## config.mk

```make
export PLATFORM = sky130hd
export DESIGN_NAME = hazard_ctrl_flat
export DESIGN_NICKNAME = d
export VERILOG_FILES = /design/src/rtl/hazard_ctrl_pkg.sv /design/src/rtl/hazard_ctrl_if.sv /design/src/rtl/sat_counter.sv /design/src/rtl/hazard_ctrl.sv /design/src/flat_wrapper.sv
export SDC_FILE = /design/constraint.sdc
export NUM_CORES = 1
export LEC_CHECK = 0
export CELL_PAD_IN_SITES_DETAIL_PLACEMENT = 1
export CELL_PAD_IN_SITES_GLOBAL_PLACEMENT = 2
export CORE_MARGIN = 5
export CORE_UTILIZATION = 30
export CTS_BUF_LIST = sky130_fd_sc_hd__clkbuf_4 sky130_fd_sc_hd__clkbuf_8 sky130_fd_sc_hd__clkbuf_16
export DETAILED_ROUTE_END_ITERATION = 8
export PLACE_DENSITY = 0.9
export SKIP_LAST_GASP = 1
export SYNTH_ARGS = -nofsm -noshare
export SYNTH_HDL_FRONTEND = slang
export SYNTH_SLANG_ARGS = --single-unit
```

## constraint.sdc

```tcl
create_clock -name clk -period 4.3 [get_ports clk]
set_input_delay 1.29 -clock clk [delete_from_list [all_inputs] [get_ports clk]]
set_output_delay 1.29 -clock clk [all_outputs]
set_load 0.005 [all_outputs]
```

## src/rtl/hazard_ctrl_pkg.sv

```systemverilog
// Shared types and defaults for the pipeline sequencing controller.
// Covers state encoding, the bubble control word and default parameters.
package hazard_ctrl_pkg;

  typedef enum logic [1:0] {INIT, RUN, MEM_WAIT} hc_state_t;

  typedef struct packed {
    logic       regwrite;
    logic       memtoreg;
    logic       memread;
    logic       memwrite;
    logic       branch;
    logic       alusrc;
    logic [1:0] aluop;
  } pipe_ctrl_t;

  localparam pipe_ctrl_t BUBBLE_CTRL = '0;

  localparam int DEF_INIT_CYCLES = 4;
  localparam int DEF_CNT_W       = 16;
  localparam int DEF_TIMEOUT     = 255;

  // x0 is hardwired to zero, so a load targeting it can never create a hazard.
  function automatic logic load_use_hit(
    input logic       ex_memread,
    input logic [4:0] ex_rd,
    input logic [4:0] id_rs1,
    input logic       id_use_rs1,
    input logic [4:0] id_rs2,
    input logic       id_use_rs2
  );
    return ex_memread && (ex_rd != 5'd0) &&
           ((id_use_rs1 && (id_rs1 == ex_rd)) || (id_use_rs2 && (id_rs2 == ex_rd)));
  endfunction

endpackage

```

## src/rtl/hazard_ctrl_if.sv

```systemverilog
// Hazard inputs from the pipeline and the sequencing controls returned to it.
interface hazard_ctrl_if;

  logic [4:0] id_rs1;
  logic [4:0] id_rs2;
  logic       id_use_rs1;
  logic       id_use_rs2;
  logic       ex_memread;
  logic [4:0] ex_rd;
  logic       mem_br_taken;
  logic       dmem_busy;

  logic       pcwrite;
  logic       pc_sel;
  logic       fdwrite;
  logic       fd_flush;
  logic       de_flush;
  logic       em_flush;
  logic       de_hold;
  logic       em_hold;
  logic       mw_bubble;

  modport master (
    output id_rs1, id_rs2, id_use_rs1, id_use_rs2, ex_memread, ex_rd,
           mem_br_taken, dmem_busy,
    input  pcwrite, pc_sel, fdwrite, fd_flush, de_flush, em_flush,
           de_hold, em_hold, mw_bubble
  );

  modport slave (
    input  id_rs1, id_rs2, id_use_rs1, id_use_rs2, ex_memread, ex_rd,
           mem_br_taken, dmem_busy,
    output pcwrite, pc_sel, fdwrite, fd_flush, de_flush, em_flush,
           de_hold, em_hold, mw_bubble
  );

endinterface

```

## src/rtl/sat_counter.sv

```systemverilog
// Event counter that sticks at all-ones instead of wrapping.
module sat_counter #(
  parameter int W = 16
) (
  input  logic         clk,
  input  logic         rst,
  input  logic         inc,
  output logic [W-1:0] count
);

  always_ff @(posedge clk) begin
    if (rst) begin
      count <= '0;
    end else if (inc && !(&count)) begin
      count <= count + W'(1);
    end
  end

endmodule

```

## src/rtl/hazard_ctrl.sv

```systemverilog
// Pipeline sequencing controller: load-use stalls, branch flushes, memory waits
// and post-reset scrubbing, plus debug counters and a sticky timeout flag.
module hazard_ctrl
  import hazard_ctrl_pkg::*;
#(
  parameter int INIT_CYCLES = DEF_INIT_CYCLES,
  parameter int CNT_W       = DEF_CNT_W,
  parameter int TIMEOUT     = DEF_TIMEOUT
) (
  input  logic             clk,
  input  logic             rst,
  hazard_ctrl_if.slave     bus,
  output logic [CNT_W-1:0] stall_cycles,
  output logic [CNT_W-1:0] flush_events,
  output logic             mem_timeout
);

  localparam int ICW = (INIT_CYCLES > 1) ? $clog2(INIT_CYCLES) : 1;
  localparam int TW  = $clog2(TIMEOUT + 2);
  localparam logic [ICW-1:0] INIT_LAST = ICW'(INIT_CYCLES - 1);
  localparam logic [TW-1:0]  TO_MAX    = TW'(TIMEOUT + 1);
  localparam logic [TW-1:0]  TO_LIMIT  = TW'(TIMEOUT);

  hc_state_t      state;
  logic [ICW-1:0] init_cnt;
  logic [TW-1:0]  to_cnt;

  logic pcwrite, pc_sel, fdwrite, fd_flush, de_flush, em_flush;
  logic de_hold, em_hold, mw_bubble;
  logic load_use, br_fire, stall_inc;

  assign load_use = load_use_hit(bus.ex_memread, bus.ex_rd, bus.id_rs1, bus.id_use_rs1,
                                 bus.id_rs2, bus.id_use_rs2);

  // RUN and MEM_WAIT share one rule set: a wait that ends is judged like RUN.
  always_comb begin
    pcwrite   = 1'b0;
    pc_sel    = 1'b0;
    fdwrite   = 1'b0;
    fd_flush  = 1'b0;
    de_flush  = 1'b0;
    em_flush  = 1'b0;
    de_hold   = 1'b0;
    em_hold   = 1'b0;
    mw_bubble = 1'b0;
    br_fire   = 1'b0;
    if (rst || state == INIT) begin
      fd_flush  = 1'b1;
      de_flush  = 1'b1;
      em_flush  = 1'b1;
      mw_bubble = 1'b1;
    end else if (bus.mem_br_taken && !bus.dmem_busy) begin
      pcwrite  = 1'b1;
      pc_sel   = 1'b1;
      fdwrite  = 1'b1;
      fd_flush = 1'b1;
      de_flush = 1'b1;
      em_flush = 1'b1;
      br_fire  = 1'b1;
    end else if (bus.dmem_busy) begin
      de_hold   = 1'b1;
      em_hold   = 1'b1;
      mw_bubble = 1'b1;
    end else if (load_use) begin
      de_flush = 1'b1;
    end else begin
      pcwrite = 1'b1;
      fdwrite = 1'b1;
    end
  end

  assign bus.pcwrite   = pcwrite;
  assign bus.pc_sel    = pc_sel;
  assign bus.fdwrite   = fdwrite;
  assign bus.fd_flush  = fd_flush;
  assign bus.de_flush  = de_flush;
  assign bus.em_flush  = em_flush;
  assign bus.de_hold   = de_hold;
  assign bus.em_hold   = em_hold;
  assign bus.mw_bubble = mw_bubble;

  always_ff @(posedge clk) begin
    if (rst) begin
      state       <= INIT;
      init_cnt    <= '0;
      to_cnt      <= '0;
      mem_timeout <= 1'b0;
    end else begin
      case (state)
        INIT: begin
          if (init_cnt == INIT_LAST) begin
            state <= RUN;
          end else begin
            init_cnt <= init_cnt + ICW'(1);
          end
        end
        RUN: begin
          if (bus.dmem_busy) begin
            state  <= MEM_WAIT;
            to_cnt <= TW'(1);
            if (TIMEOUT == 0) mem_timeout <= 1'b1;
          end
        end
        MEM_WAIT: begin
          if (bus.dmem_busy) begin
            if (to_cnt != TO_MAX) to_cnt <= to_cnt + TW'(1);
            // Next count will exceed the limit once the current one reaches it.
            if (to_cnt >= TO_LIMIT) mem_timeout <= 1'b1;
          end else begin
            state  <= RUN;
            to_cnt <= '0;
          end
        end
        default: state <= INIT;
      endcase
    end
  end

  assign stall_inc = (state != INIT) && !pcwrite;

  sat_counter #(.W(CNT_W)) u_stall_cnt (
    .clk   (clk),
    .rst   (rst),
    .inc   (stall_inc),
    .count (stall_cycles)
  );

  sat_counter #(.W(CNT_W)) u_flush_cnt (
    .clk   (clk),
    .rst   (rst),
    .inc   (br_fire),
    .count (flush_events)
  );

endmodule

```

## src/flat_wrapper.sv

```systemverilog
// flat-port wrapper written by rule: the top's interface ports become plain ports
module hazard_ctrl_flat import hazard_ctrl_pkg::*;
#(
  parameter int INIT_CYCLES = DEF_INIT_CYCLES,
  parameter int CNT_W       = DEF_CNT_W,
  parameter int TIMEOUT     = DEF_TIMEOUT
)
  (clk, rst, stall_cycles, flush_events, mem_timeout, bus_id_rs1, bus_id_rs2, bus_id_use_rs1, bus_id_use_rs2, bus_ex_memread, bus_ex_rd, bus_mem_br_taken, bus_dmem_busy, bus_pcwrite, bus_pc_sel, bus_fdwrite, bus_fd_flush, bus_de_flush, bus_em_flush, bus_de_hold, bus_em_hold, bus_mw_bubble);
  hazard_ctrl_if bus_i ();
  input  logic clk;
  input  logic rst;
  output logic [CNT_W-1:0] stall_cycles;
  output logic [CNT_W-1:0] flush_events;
  output logic mem_timeout;
  input wire logic [$bits(bus_i.id_rs1)-1:0] bus_id_rs1;
  input wire logic [$bits(bus_i.id_rs2)-1:0] bus_id_rs2;
  input wire logic [$bits(bus_i.id_use_rs1)-1:0] bus_id_use_rs1;
  input wire logic [$bits(bus_i.id_use_rs2)-1:0] bus_id_use_rs2;
  input wire logic [$bits(bus_i.ex_memread)-1:0] bus_ex_memread;
  input wire logic [$bits(bus_i.ex_rd)-1:0] bus_ex_rd;
  input wire logic [$bits(bus_i.mem_br_taken)-1:0] bus_mem_br_taken;
  input wire logic [$bits(bus_i.dmem_busy)-1:0] bus_dmem_busy;
  output wire logic [$bits(bus_i.pcwrite)-1:0] bus_pcwrite;
  output wire logic [$bits(bus_i.pc_sel)-1:0] bus_pc_sel;
  output wire logic [$bits(bus_i.fdwrite)-1:0] bus_fdwrite;
  output wire logic [$bits(bus_i.fd_flush)-1:0] bus_fd_flush;
  output wire logic [$bits(bus_i.de_flush)-1:0] bus_de_flush;
  output wire logic [$bits(bus_i.em_flush)-1:0] bus_em_flush;
  output wire logic [$bits(bus_i.de_hold)-1:0] bus_de_hold;
  output wire logic [$bits(bus_i.em_hold)-1:0] bus_em_hold;
  output wire logic [$bits(bus_i.mw_bubble)-1:0] bus_mw_bubble;
  assign bus_i.id_rs1 = bus_id_rs1;
  assign bus_i.id_rs2 = bus_id_rs2;
  assign bus_i.id_use_rs1 = bus_id_use_rs1;
  assign bus_i.id_use_rs2 = bus_id_use_rs2;
  assign bus_i.ex_memread = bus_ex_memread;
  assign bus_i.ex_rd = bus_ex_rd;
  assign bus_i.mem_br_taken = bus_mem_br_taken;
  assign bus_i.dmem_busy = bus_dmem_busy;
  assign bus_pcwrite = bus_i.pcwrite;
  assign bus_pc_sel = bus_i.pc_sel;
  assign bus_fdwrite = bus_i.fdwrite;
  assign bus_fd_flush = bus_i.fd_flush;
  assign bus_de_flush = bus_i.de_flush;
  assign bus_em_flush = bus_i.em_flush;
  assign bus_de_hold = bus_i.de_hold;
  assign bus_em_hold = bus_i.em_hold;
  assign bus_mw_bubble = bus_i.mw_bubble;
  hazard_ctrl #(.INIT_CYCLES(INIT_CYCLES), .CNT_W(CNT_W), .TIMEOUT(TIMEOUT)) u_core (.clk(clk), .rst(rst), .bus(bus_i), .stall_cycles(stall_cycles), .flush_events(flush_events), .mem_timeout(mem_timeout));
endmodule
```

# After elaboration in Yosys (flattened, before gate mapping)
# Index checks and enable logic that the tools add are counted.
# word_totals
reg_bits	46
mem_count	0
latchBits	0
mem_bits_rw	0
rom_bits	0
elab_cells	69
# op_classes
add_sub_neg	4
reduce_logical	24
order_cmp	1
mul	0
eq_ne	10
n_mux	23
bitwise_logic	1
n_div	0
shift	0
# op_table
cell	n
16-bit by 1-bit adder with 16-bit output, second input constant	2
16-bit AND reduction	2
9-bit 2-to-1 mux	3
9-bit one-hot mux with 2 select lines	1
1-bit 2-to-1 mux	15
5-bit == test	2
9-bit by 1-bit adder with 9-bit output, second input constant	1
9-bit by 8-bit >= comparator with 1-bit output, second input constant	1
9-bit != test, second input constant	1
3-bit AND reduction	3
1-bit logical AND	8
2-bit 2-to-1 mux	3
2-bit != test, second input constant	3
2-bit one-hot mux with 3 select lines	1
5-bit nonzero test	1
2-bit == test, second input constant	2
1-bit logical NOT	4
2-bit nonzero test	2
3-bit by 2-bit != test with 1-bit output, second input constant	1
2-bit by 1-bit adder with 2-bit output, second input constant	1
2-bit by 1-bit == test with 1-bit output, second input constant	1
2-bit logical NOT	1
1-bit logical OR	2
2-bit AND reduction	1
1-bit NOT	1

# Longest topological paths before layout
# Gate-level depths: netlist of run 1.
# depth
depth_word	11
ltp_mapped	9
depth_no_buf	8

# By module
# From an unflattened synthesis of run 1, not the netlist that was laid out.
# hier_totals
hier_cells	317
area_unflattened_um2	2743.9
# by_module_without_submodules
module	instances	cells_per_inst	area_per_inst_um2	seq_area_each_um2
sat_counter	2	96	833.3	320.3
hazard_ctrl	1	125	1077.3	280.3

# Worst setup path before layout of run 1
# Ideal clock, no wire load.
# synth_path
kind	input -> output
startpoint	in bus_ex_rd[0]
endpoint	out bus_pcwrite
t_arrival_ns	2.393
slack_ns	0.617
path_stages	6
t_required_ns	3.010
path_cell_list	or4_1 o21ai_2 nand2b_1 nor2_1 nor2_1 buf_4
# synth_between
elab_chain_len	8
word_cells_on_any_way	12
classes_between	eq/ne: 2; mux: 4; reduce/logical: 6
# synth_lines
item	line_no	rtl
start, declared	flat_wrapper.sv:20	input wire logic [$bits(bus_i.ex_rd)-1:0] bus_ex_rd;
5-bit == test	hazard_ctrl_pkg.sv:33	((id_use_rs1 && (id_rs1 == ex_rd)) || (id_use_rs2 && (id_rs2 == ex_rd)));
1-bit logical AND	hazard_ctrl_pkg.sv:33	
1-bit logical OR	hazard_ctrl_pkg.sv:33	
1-bit logical AND (*)	hazard_ctrl_pkg.sv:32	return ex_memread && (ex_rd != 5'd0) &&
1-bit 2-to-1 mux (*) (4 in series)	--	
end, declared	flat_wrapper.sv:23	output wire logic [$bits(bus_i.pcwrite)-1:0] bus_pcwrite;
# Mark *: on every way between the ends. The rest lies on a longest branch, timed or not.

# Worst setup path in the final report of run 1
# layout_path
startpoint	in bus_ex_rd[0]
endpoint	out bus_de_flush
# layout_between
elab_chain_len	8
word_cells_on_any_way	12
classes_between	eq/ne: 2; mux: 4; reduce/logical: 6
# layout_lines
item	line_no	rtl
5-bit == test	hazard_ctrl_pkg.sv:33	
1-bit logical AND	hazard_ctrl_pkg.sv:33	
1-bit logical OR	hazard_ctrl_pkg.sv:33	
1-bit logical AND (*)	hazard_ctrl_pkg.sv:32	
1-bit 2-to-1 mux (*)	hazard_ctrl.sv:64	end else if (load_use) begin
1-bit 2-to-1 mux (*)	hazard_ctrl.sv:60	end else if (bus.dmem_busy) begin
1-bit 2-to-1 mux (*)	hazard_ctrl.sv:52	end else if (bus.mem_br_taken && !bus.dmem_busy) begin
1-bit 2-to-1 mux (*)	hazard_ctrl.sv:47	if (rst || state == INIT) begin
end, declared	flat_wrapper.sv:27	output wire logic [$bits(bus_i.de_flush)-1:0] bus_de_flush;
# Marks and branches as above.

==> impl_metrics.py, run 1 <==
metrics = {
    "outcome": {
        "status": "completed",
    },
    "clock_network": {
        "cts_buffers": 5,
        "path_clk_slew_ns": 0.09,
        "clock_latency_ns": 0.30,
        "clock_path_buffers": 2,
        "cts_htree_levels": 2,
        "cts_root_buf": "clkbuf_8",
        "cts_hold_buf": 0,
        "cts_sinks": 46,
        "cts_tree": "yes",
    },
    "route": {
        "num_vias": 2399,
        "dr.pass1.iters": 4,
        "drt-total-wl_um": 6670,
        "ant_nets": 0,
        "wl_per_cell_um": 13.8,
        "vias_per_cell": 4.97,
        "first_iter_violations": 71,
        "drc_errors": 0,
    },
    "timing": {
        "fin_ws_ns": 0.0746,
        "tightestPinTransition_ns": 0.548,
        "hold_viol": 0,
        "min_period_ns": 4.23,
        "maxSlewHeadroom": 0.632,
        "worst_hold_slack_ns": 0.495,
        "final.period_utilization": 0.983,
        "rsz0062_at_grt": "no",
        "setup_viol": 0,
        "finClkSkew_ns": 0.00734,
        "slew_violations": 0,
        "fmax_mhz": 237,
        "tns_ns": 0,
    },
    "layout": {
        "syn_to_final_growth_pct": 36.1,
        "nets": 408,
        "seq_area_um2": 921,
        "antenna_cells": 0,
        "drive_gt1_frac": 0.106,
        "nFillCells": 972,
        "final_common_cell": "clkdlybuf4s50_1",
        "final_cell_mix": "clkdlybuf4s50_1 (55), dfxtp_1 (46), nor2_1 (37)",
        "fin_cells": 483,
        "multi_input_area_um2": 1500,
    },
    "global_routing": {
        "grt_usage": 0.131,
        "gr-total-overflow": 0,
        "grt_pass1_vias": 2447,
        "grt_max_degree": 25,
        "grt_pass1_wl_um": 11100,
        "grt_antenna_before_repair": 0,
    },
    "run": {
        "maxCapViolations": 0,
    },
    "setup_path": {
        "crit_chain": "clkdlybuf4s50_1 > or4_4 > o21ai_4 > nand2b_4 > buf_4 > o21bai_1 > dlygate4sd2_1",
        "reg2reg_slack_ns": 1.83,
        "reg2regPathDepth": 8,
        "worst-path-max-fanout": 2,
        "arrival_ns": 2.94,
        "crit_type": "primary input to primary output",
        "startpoint": "bus_ex_rd[0]",
        "cp.depth": 7,
        "end_kind": "primary output",
        "cp-endpoint": "bus_de_flush",
        "critPathBufInv": 3,
        "reg2reg_to": "u_core.u_stall_cnt.count[8]$_SDFFE_PP0P_",
        "cpLargestDelayFamily": "buffers and inverters",
        "critPathRequiredTime_ns": 3.01,
        "crit-reg2reg-launch": "u_core.u_stall_cnt.count[0]$_SDFFE_PP0P_",
        "critPathSlowestCell": "or4_4",
        "worst_setup_path_start_kind": "primary input",
        "max_stage_delay_ns": 0.50,
    },
    "power": {
        "ir_drop_mv": 0.144,
        "cellLeakagePower_nw": 1.20,
        "power-per-cell-area_nw_per_um2": 285,
        "total_power_uw": 979,
    },
    "synth": {
        "synthesis.area_um2": 2530,
        "yosysSeqAreaShare": 0.365,
        "ys_types": 46,
        "yosys_warnings": 0,
        "syn_area_per_cell_um2": 8.34,
        "syn-num-nets": 334,
        "postSynthCellCount": 303,
        "synthArstFlopShare": 0,
        "synth_edf_count": 0,
        "yosys_register_bits": 46,
        "synth_ff_type": "dfxtp_1",
    },
    "place": {
        "gp_congestion": 0.732,
        "place_ws_ns": -0.303,
        "dp.cells": 471,
        "placement.io_buffers": 63,
        "dp_hpwl_um": 5200,
    },
    "die": {
        "fp.dieH_um": 102,
        "initial_core_util": 0.307,
        "core_um2": 8220,
        "die_w_um": 102,
        "dieArea_um2": 10400,
        "rows": 33,
        "ios": 64,
    },
    "hold_path": {
        "hp-class": "flip-flop to flip-flop",
    },
}
==> routing by layer <==
layer	GRT usage	share of wire	vias up
met2	0.242	0.52	32
met4	0.0307	0.0088	0
met5	0	0	-
li1	-	-	1209
met3	0.0337	0.042	4
met1	0.151	0.42	1154
==> worst min-delay path: cells and delay by family (launching register included) <==
kind,cells,cell delay [ns]
DFF,1,0.34
and+or+nand+nor,1,0.06
AOI/OAI and AO/OA,1,0.05
==> what timing repair did <==
item / 4_1_cts / 5_1_grt
buffers inserted: 2 / 2
setup endpoints to repair: 3 / 3
pin swaps: 2 / 4
resized for setup: 7 / 4
==> cell type report <==
| cell class | count | share of cell area |
|---|---|---|
| Timing Repair Buffer | 79 | 0.217 |
| Clock buffer | 5 | 0.0200 |
| Multi-Input combinational cell | 232 | 0.437 |
| Inverter | 13 | 0.0142 |
| Tap cell | 105 | 0.0382 |
| Clock inverter | 3 | 0.00619 |
| Sequential cell | 46 | 0.268 |
==> registers in the layout, summed over array words and instances (netlist names) <==
| signal | cells |
|---|---|
| u_core.u_flush_cnt.count | 16 |
| u_core.u_stall_cnt.count | 16 |
| u_core.to_cnt | 9 |
| u_core.init_cnt | 2 |
| u_core.state | 2 |
| u_core.mem_timeout | 1 |
==> how the worst min path moves through the flow <==
| stage | endpoint | depth (start not counted) | slack, ns | startpoint |
|---|---|---|---|---|
| after floorplan | u_core.to_cnt[8]$_SDFFE_PP0P_ | 2 | 0.46 | u_core.to_cnt[8]$_SDFFE_PP0P_ |
| after global routing | u_core.to_cnt[5]$_SDFFE_PP0P_ | 2 | 0.54 | u_core.to_cnt[5]$_SDFFE_PP0P_ |
| after detailed placement | u_core.mem_timeout$_SDFFE_PP0P_ | 2 | 0.48 | u_core.mem_timeout$_SDFFE_PP0P_ |
| after CTS | u_core.to_cnt[8]$_SDFFE_PP0P_ | 2 | 0.50 | u_core.to_cnt[8]$_SDFFE_PP0P_ |
| final | u_core.to_cnt[8]$_SDFFE_PP0P_ | 2 | 0.50 | u_core.to_cnt[8]$_SDFFE_PP0P_ |
| after global placement | u_core.mem_timeout$_SDFFE_PP0P_ | 2 | 0.47 | u_core.mem_timeout$_SDFFE_PP0P_ |
==> synthesized netlist by cell type, drive strengths merged, types with 8 or more instances <==
| master | instances | area, um2 |
|---|---|---|
| dfxtp | 46 | 921 |
| nor2 | 37 | 139 |
| nand2 | 27 | 101 |
| a21oi | 21 | 105 |
| xnor2 | 20 | 175 |
| o21ai | 15 | 78.8 |
| inv | 13 | 48.8 |
| nand3 | 13 | 70.1 |
| or3 | 12 | 75.1 |
| nor3 | 10 | 60.1 |
| ha | 9 | 113 |
| xor2 | 9 | 78.8 |
| nand4 | 8 | 50.1 |
==> through the flow <==
stage / utilization / instance area (um2)
6_report: 0.418 / 3440
5_1_grt: 0.418 / 3440
3_5_place_dp: 0.401 / 3290
2_1_floorplan: - / 2530
4_1_cts: 0.414 / 3400
3_3_place_gp: 0.401 / 3290
==> cells by family (layout without fill, tap and decap cells) <==
logic type,after synthesis,count (layout),share of synthesized area
adders and majority gates,9,9,0.0446
muxes,7,7,0.0312
AOI/OAI and AO/OA,51,51,0.131
buffers and inverters,25,100,0.0510
DFF,46,46,0.365
and+or+nand+nor,136,136,0.277
xor gates and xnor gates,29,29,0.101
==> where the power goes <==
group	switching, mW	internal, mW
combinational	0.128	0.118
clock	0.157	0.115
sequential	0.0163	0.445
(Power assumes the default switching activity.)
==> inputs of run 2 (changes only) <==
Settings changed: CTS_BUF_LIST sky130_fd_sc_hd__clkbuf_4 sky130_fd_sc_hd__clkbuf_8 sky130_fd_sc_hd__clkbuf_16 to default.
==> results of run 2 <==
Final layout, timing and power as in run 1 (identical DEF).
